## src/rtl/adder_serial.sv

```systemverilog
// Multi-cycle two's-complement adder/subtractor: CHUNK bits per clock, LSB chunk first,
// with start/busy/ready handshake and carry / signed-overflow flags.
module adder_serial #(
    parameter int BITS  = 16,
    parameter int CHUNK = 4
) (
    input  logic            in_clk,
    input  logic            in_rst,
    input  logic            in_start,
    input  logic            in_sub,
    input  logic [BITS-1:0] in_a,
    input  logic [BITS-1:0] in_b,
    output logic            out_busy,
    output logic            out_ready,
    output logic [BITS-1:0] out_sum,
    output logic            out_carry,
    output logic            out_overflow
);

    localparam int NUM_CHUNKS = BITS / CHUNK;
    localparam int IDX_W      = (NUM_CHUNKS > 1) ? $clog2(NUM_CHUNKS) : 1;
    localparam logic [IDX_W-1:0] LAST_IDX = IDX_W'(NUM_CHUNKS - 1);

    if (CHUNK < 1 || CHUNK > BITS || (BITS % CHUNK) != 0) begin : g_bad_chunk
        $error("adder_serial: BITS must be a positive multiple of CHUNK");
    end

    typedef enum logic [1:0] {IDLE, RUN, DONE} state_t;

    state_t           state;
    logic [BITS-1:0]  a_q;
    logic [BITS-1:0]  b_q;      // already inverted for subtraction
    logic [BITS-1:0]  sum_q;
    logic             carry_q;
    logic [IDX_W-1:0] idx;

    int               base;
    logic [CHUNK:0]   chunk_res;
    logic [BITS-1:0]  sum_next;
    logic             ovf_next;

    // NOTE: every variable gets a default at the top of always_comb so no path can infer a latch.
    always_comb begin
        base      = int'(idx) * CHUNK;
        chunk_res = {1'b0, a_q[base +: CHUNK]} + {1'b0, b_q[base +: CHUNK]}
                  + {{CHUNK{1'b0}}, carry_q};
        sum_next  = sum_q;
        sum_next[base +: CHUNK] = chunk_res[CHUNK-1:0];
        ovf_next  = (a_q[BITS-1] == b_q[BITS-1]) && (sum_next[BITS-1] != a_q[BITS-1]);
    end

    // NOTE: operand and partial-sum registers are plain flops, not a memory, so they are reset too.
    always_ff @(posedge in_clk or posedge in_rst) begin
        if (in_rst) begin
            state        <= IDLE;
            a_q          <= '0;
            b_q          <= '0;
            sum_q        <= '0;
            carry_q      <= 1'b0;
            idx          <= '0;
            out_busy     <= 1'b0;
            out_ready    <= 1'b0;
            out_sum      <= '0;
            out_carry    <= 1'b0;
            out_overflow <= 1'b0;
        end else begin
            case (state)
                IDLE, DONE: begin
                    out_ready <= 1'b0;
                    if (in_start) begin
                        // Subtraction is a + ~b + 1: the +1 rides in as the initial carry.
                        a_q      <= in_a;
                        b_q      <= in_sub ? ~in_b : in_b;
                        carry_q  <= in_sub;
                        idx      <= '0;
                        out_busy <= 1'b1;
                        state    <= RUN;
                    end else begin
                        state <= IDLE;
                    end
                end
                RUN: begin
                    sum_q   <= sum_next;
                    carry_q <= chunk_res[CHUNK];
                    idx     <= idx + 1'b1;
                    if (idx == LAST_IDX) begin
                        out_sum      <= sum_next;
                        out_carry    <= chunk_res[CHUNK];
                        out_overflow <= ovf_next;
                        out_ready    <= 1'b1;
                        out_busy     <= 1'b0;
                        state        <= DONE;
                    end
                end
                default: state <= IDLE;
            endcase
        end
    end

endmodule

```

## config.mk

```make
export PLATFORM = sky130hd
export DESIGN_NAME = adder_serial
export DESIGN_NICKNAME = d
export VERILOG_FILES = /design/src/rtl/adder_serial.sv
export SDC_FILE = /design/constraint.sdc
export NUM_CORES = 1
export LEC_CHECK = 0
export ABC_AREA = 1
export CAP_MARGIN = 5
export CORE_ASPECT_RATIO = 2
export CORE_UTILIZATION = 55
export CTS_CLUSTER_DIAMETER = 100
export DETAILED_ROUTE_END_ITERATION = 8
export PLACE_DENSITY = 0.85
export SLEW_MARGIN = 20
export SYNTH_ARGS = -nofsm -noshare
export SYNTH_HDL_FRONTEND = slang
export SYNTH_SLANG_ARGS = --single-unit
```

## constraint.sdc

```tcl
create_clock -name in_clk -period 4.5 [get_ports in_clk]
set_clock_uncertainty 0.05 [all_clocks]
set_input_delay 0.9 -clock in_clk [delete_from_list [all_inputs] [get_ports in_clk]]
set_output_delay 0.9 -clock in_clk [all_outputs]
set_load 0.02 [all_outputs]
```

---- Word level (Yosys, flattened, before mapping) ----
Cells that the tools add are included.
word-level totals
  flip-flop bits (word level) ............. 73
operators by class
  $add $sub $neg .......................... 4
  shift operators ......................... 4
  reduce and logical (&&, ||, !) cells .... 9
  bitwise logic cells ..................... 1
  eq/ne operators ......................... 7
  multiplexer cells ....................... 14
operators with widths
  cell                       number
  $neg A4 Y33                1
  $shift A4 B33 Y16 const A  1
  $shiftx A4 B33 Y16         1
  $shiftx A16 B5 Y4          2
  $bwmux W16                 1
  $mux W16                   1
  $not A16 Y16               1
  $pmux W2 S2                2
  $reduce_and A2 Y1          4
  $pmux W1 S2                3
  $add A4 B4 Y5              1
  $add A5 B1 Y5              1
  $mux W1                    5
  $eq A2 B2 Y1 const B       2
  $mux W2                    2
  $ne A2 B2 Y1 const B       2
  $reduce_and A3 Y1          1
  $add A2 B1 Y2 const B      1
  $eq A2 B1 Y1 const B       1
  $logic_not A2 Y1           1
  $reduce_bool A2 Y1         1
  $reduce_or A2 Y1           1
  $eq A1 B1 Y1               1
  $logic_and A1 B1 Y1        1
  $ne A1 B1 Y1               1

---- Depth between registers and ports, before layout ----
  word-level depth ........................ 7
  mapped depth ............................ 16

---- Worst setup path after synthesis ----
Ideal clock, no wire load.
  path type ............................... flip-flop to flip-flop
  from .................................... reg idx[0]
  to ...................................... reg sum_q[13]
  arrival time ............................ 2360 ps
  period minus slack after synthesis ...... 2492 ps
  stages on the path, launching flop included .. 14
  library setup time ...................... 83 ps
  slack ................................... 2008 ps
  data required time ...................... 4367 ps
  path through ............................ dfrtp_1 -> buf_2 -> inv_4 -> buf_2 -> o21ai_0 -> o22ai_1 -> fa_1 -> inv_1 -> fa_1 -> nor2_1 -> nand2_1 -> o22ai_1 -> nand2_1 -> o21ai_0
on the way
  cells in the longest elaborated chain, start to end .. 5
  elaborated cells between the ends (all ways) .. 8
  classes of those cells .................. add/sub: 3; shift: 4; mux: 1
ends and longest elaborated chain
  item                    line  text
  start, declared         35    logic [IDX_W-1:0] idx;
  start signal, assigned  85    idx <= idx + 1'b1;
  $shiftx A16 B5 Y4       45    chunk_res = {1'b0, a_q[base +: CHUNK]} + {1'b0, b_q[base +: CHUNK]}
  $add A4 B4 Y5           45
  $add A5 B1 Y5           46    + {{CHUNK{1'b0}}, carry_q};
  $shiftx A4 B33 Y16      48    sum_next[base +: CHUNK] = chunk_res[CHUNK-1:0];
  $bwmux W16 (*)          48
  end signal, assigned    83    sum_q <= sum_next;
  end, declared           33    logic [BITS-1:0] sum_q;
Mark *: on every way between the ends. The rest lies on a longest branch, timed or not.
A chain may end at the register's enable or synchronous reset.

---- Final worst setup path ----
  from .................................... reg idx[0]
  to ...................................... reg sum_q[5]
Same word-level chain as after synthesis.

==> results.txt <==
* Mapped Nets: 470
- Row generation in the floorplan step produced 41 rows.
- At the pin with the least slew margin, the transition time is 0.914 ns.
- Count of buffers from port buffering: 55
- Critical path type: reg -> reg
* Area of the mapped netlist: 3540 sq um
- The multi-input combinational cells in the finished layout cover a total of 1480 sq um.
* Routability cong.: 0.876
* CP arrival: 3.44 ns
- TritonCTS clock tree: done
- Post-CTS Setup Repair Bufs: 0
- Clock transition at the register clock pins on the worst setup and hold paths after CTS: 0.06 ns
* Floorplan core area: 6260 sq um
- Clock latency on the worst-skew pair, taken at its later pin, is around 0.34 ns.
* Fill cell count: approximately 480
- Antenna violations before repair: 0
- From left edge to right edge, the die measures a little under 60 microns.
- After global routing the overflow that remains totals 0.
- In the final routed layout, each cell accounts on average for ~14 microns.
- Seq cells post-synth: 73
* Number of global-route vias before repair: between 3,000 and 4,000
- Final WL: about 8000 microns
- Cell with the biggest individual delay on the critical path: sky130_fd_sc_hd__dfrtp_1
* Minimum clock period after layout: between 3 and 4 ns
- STA classifies the critical path startpoint as a flop.
- At the placement stage, the worst setup path has a slack of 1.39 ns.
- In the global route stage, met3 resource usage came out at 0.0681.
- The most used flip-flop cell after synthesis is sky130_fd_sc_hd__dfrtp_1.
* Peak VDD IR: 0.401 mV
* Post-Syn Instances: between 400 and 500
- In this run, post-CTS hold repair placed 0 buffers.
* Most used routing layer: met2
- Pin placement for this block handled 56 I/O pins.
- No sink is reached through more buffers than the 2 on the longest clock path.
- Count of synthesis-stage warnings from yosys: 0
- For this run, global-route usage on met2 was measured as 0.467.
- Based on the critical path, the design can be clocked at up to 310 MHz.
- In the routed layout, each cell is associated on average with a via count of 5.36.
- Power density over the cells: approximately 770 nW/um^2
* Unrepaired setup endpoints after global routing: no
* Average cell area after synthesis: 8.36 sq um
- Final setup fails: 0
- Depth of the worst hold-timing path: 2
- Maximum level of the CTS H-tree: 3
* Nets: 520
- Count of flip-flops with a built-in enable after synthesis: 0
* Final-layout setup total negative slack: 0 ns
* Die Height: approximately 120 microns
* Total iterations of the first detailed-routing run: 4
* Count of inserted antenna diode cells: 0
- Of the total power, the share spent switching nets is 0.432.
* Final Max Slew Viols: 0
- Cell depth of the worst setup path: 11
- Pint: 0.00191 W
* Synthesis-to-finish area growth: 24.3%
- The count of nets left with antenna violations once routing finished came out at 0.
- The first global-routing pass estimated roughly 13,000 microns of wire.
* Worst path required time: 4.71 ns
- Number of violations reported at the end of detailed-routing iteration 0: 177
- Traced cell by cell, the critical path runs through inv_4 -> o21ai_0 -> o22ai_1 -> fa_1 -> inv_1 -> fa_1 -> nor2_1 -> nand2_1 -> o22ai_1 -> nand2_1 -> o21ai_0.
- The final-report hold violation count was 0.
* Status: completed
- In this run the worst hold path is classified as reg -> reg.
* Critical path's top delay family: flip-flops
* Maximum capacitance violations: 0
- Comb power frac: 0.468
* Number of cells upsized or downsized after cts: 0
* Cells on worst reg2reg path: 11
- Clock tree synthesis inserted a total of 9 buffers.
* Switching power summed over all nets: 0.00145 W
- The analysis attributes to cell leakage a power of 2.10 nW.
- The floorplan step defined a die boundary enclosing 6780 sq um.
- In this design, the stage delay of the slowest critical-path cell is 0.88 ns.
- Once placement finished, the instance area stood at around 4100 sq um.
- After detailed routing, the number of remaining DRC violations is 0.
* Part of the Yosys area used for sequential elements: 0.516
- Largest net degree at the start of global routing: between 50 and 60
* Sequential share of power: 0.332
- Asr flop ratio synth: 1.00
- Summing internal, switching and leakage power gives 0.00337 W.
* Ratio of cells with drive above 1 in the final layout: 0.0587
* Total global routing track utilization: 0.272
* Count of vias placed by the detailed router: 3,018
* Initial cell density of the core: 0.565
* Num Clock Sinks: between 70 and 80
- Yosys cell types: 29
* Clock group share of total power: 0.199
- Final period util: 0.718
* Crit. End Element: flop
* Critical path fanouts, max: 27
- The critical path contains buffers and inverters numbering 2 combined.
* Cell area after layout: 4400 sq um
* Fin worst setup slack: 1.27 ns
- Once detailed placement completed, the half-perimeter wirelength came to 5580 microns.
- The worst pin sits at a relative slew slack of 0.389.
- Across all hold checks on the routed design, the worst slack comes to ~0.43 ns.
- The tree is rooted in a sky130_fd_sc_hd__clkbuf_16.
- In the global route stage, met1 resource usage came out at 0.272.
- Sequential cell area: between 1500 and 2000 sq um
[final timing paths]
path / start / end / slack (ns)
max: idx[0] / sum_q[5] / 1.27
min: out_sum[3] / out_sum[3] / 0.43
max reg2reg: idx[0] / sum_q[5] / 1.27
min reg2reg: out_sum[3] / out_sum[3] / 0.43
max in group asynchronous: in_rst / b_q[6] / 2.65
min in group asynchronous: in_rst / out_sum[7] / 0.98
[layer usage]
layer | share of wire | vias up
li1 | - | 1446
met4 | 0.071 | 0
met3 | 0.040 | 47
met5 | 0 | -
met1 | 0.35 | 1396
met2 | 0.54 | 129
[Yosys cell counts, types with 3 or more instances]
master / count / area share
sky130_fd_sc_hd__o21ai_0: 48 / 0.068
sky130_fd_sc_hd__o22ai_1: 16 / 0.028
sky130_fd_sc_hd__nor2_1: 17 / 0.018
sky130_fd_sc_hd__nand2_1: 165 / 0.18
sky130_fd_sc_hd__inv_2: 4 / 0.0042
sky130_fd_sc_hd__inv_1: 29 / 0.031
sky130_fd_sc_hd__buf_2: 12 / 0.017
sky130_fd_sc_hd__nand3_1: 6 / 0.0085
sky130_fd_sc_hd__ha_1: 9 / 0.032
sky130_fd_sc_hd__clkbuf_1: 4 / 0.0042
sky130_fd_sc_hd__dfrtp_1: 73 / 0.52
sky130_fd_sc_hd__xnor2_1: 16 / 0.040
sky130_fd_sc_hd__a21oi_1: 3 / 0.0042
sky130_fd_sc_hd__nand4_1: 3 / 0.0053
[stage by stage]
step | utilization | std cells
detailed placement | 0.657 | 548
finish | 0.702 | 563
floorplan | - | 423
CTS | 0.702 | 563
global placement | 0.657 | 548
global route | 0.702 | 563
[power by group through the flow]
| stage | registers, W | logic (W) | clock network [W] |
|---|---|---|---|
| CTS | 0.00112 | 0.00156 | 0.000673 |
| detailed placement | 0.00112 | 0.00152 | 0 |
| finish | 0.00112 | 0.00158 | 0.000671 |
| global placement | 0.00111 | 0.00146 | 0 |
| global route | 0.00115 | 0.00176 | 0.000702 |
| floorplan | 0.00112 | 0.00107 | 0 |
[sequential cells by signal, indices dropped and copies added, names as in the netlist]
| signal | cells |
|---|---|
| a_q | 16 |
| b_q | 16 |
| carry_q | 1 |
| idx | 2 |
| out_busy | 1 |
| out_carry | 1 |
| out_overflow | 1 |
| out_ready | 1 |
| out_sum | 16 |
| state | 2 |
| sum_q | 16 |
[layout make-up]
class | count | area share
Sequential cell | 73 | 0.416
Inverter | 34 | 0.0296
Clock inverter | 2 | 0.00285
Tap cell | 86 | 0.0245
Multi-Input combinational cell | 297 | 0.336
Clock buffer | 13 | 0.0615
Timing Repair Buffer | 58 | 0.130
[worst min-delay path, delay by kind of cell, from the launching register on]
family / cells / cell delay [ns]
flops: 1 / 0.34
simple gates: 2 / 0.10
[cell families (layout without fill, tap and decap cells)]
| group | count (synthesis) | count (layout) | share of synthesized area |
|---|---|---|---|
| AND/OR/NAND/NOR | 196 | 196 | 0.218 |
| AO/OA/AOI/OAI | 73 | 73 | 0.114 |
| flip-flops | 73 | 73 | 0.516 |
| buffers and inverters | 53 | 107 | 0.0665 |
| XOR/XNOR | 17 | 17 | 0.0421 |
| adder cells (fa/ha/maj) | 11 | 11 | 0.0432 |
[cells in the final DEF (no fill, tap or decap), drive strengths merged]
cell,n
ha,9
clkdlybuf4s50,55
dfrtp,73
a32oi,2
inv,34
buf,3
a31oi,1
nor2,19
clkinv,1
or2,1
o32ai,1
xor2,1
nand3,6
a22oi,1
clkinvlp,1
fa,2
clkbuf,13
xnor2,16
o22ai,16
a21oi,3
nand2,166
nand3b,1
o21ai,49
nand4,3
Power figures use the tool's default switching activity.
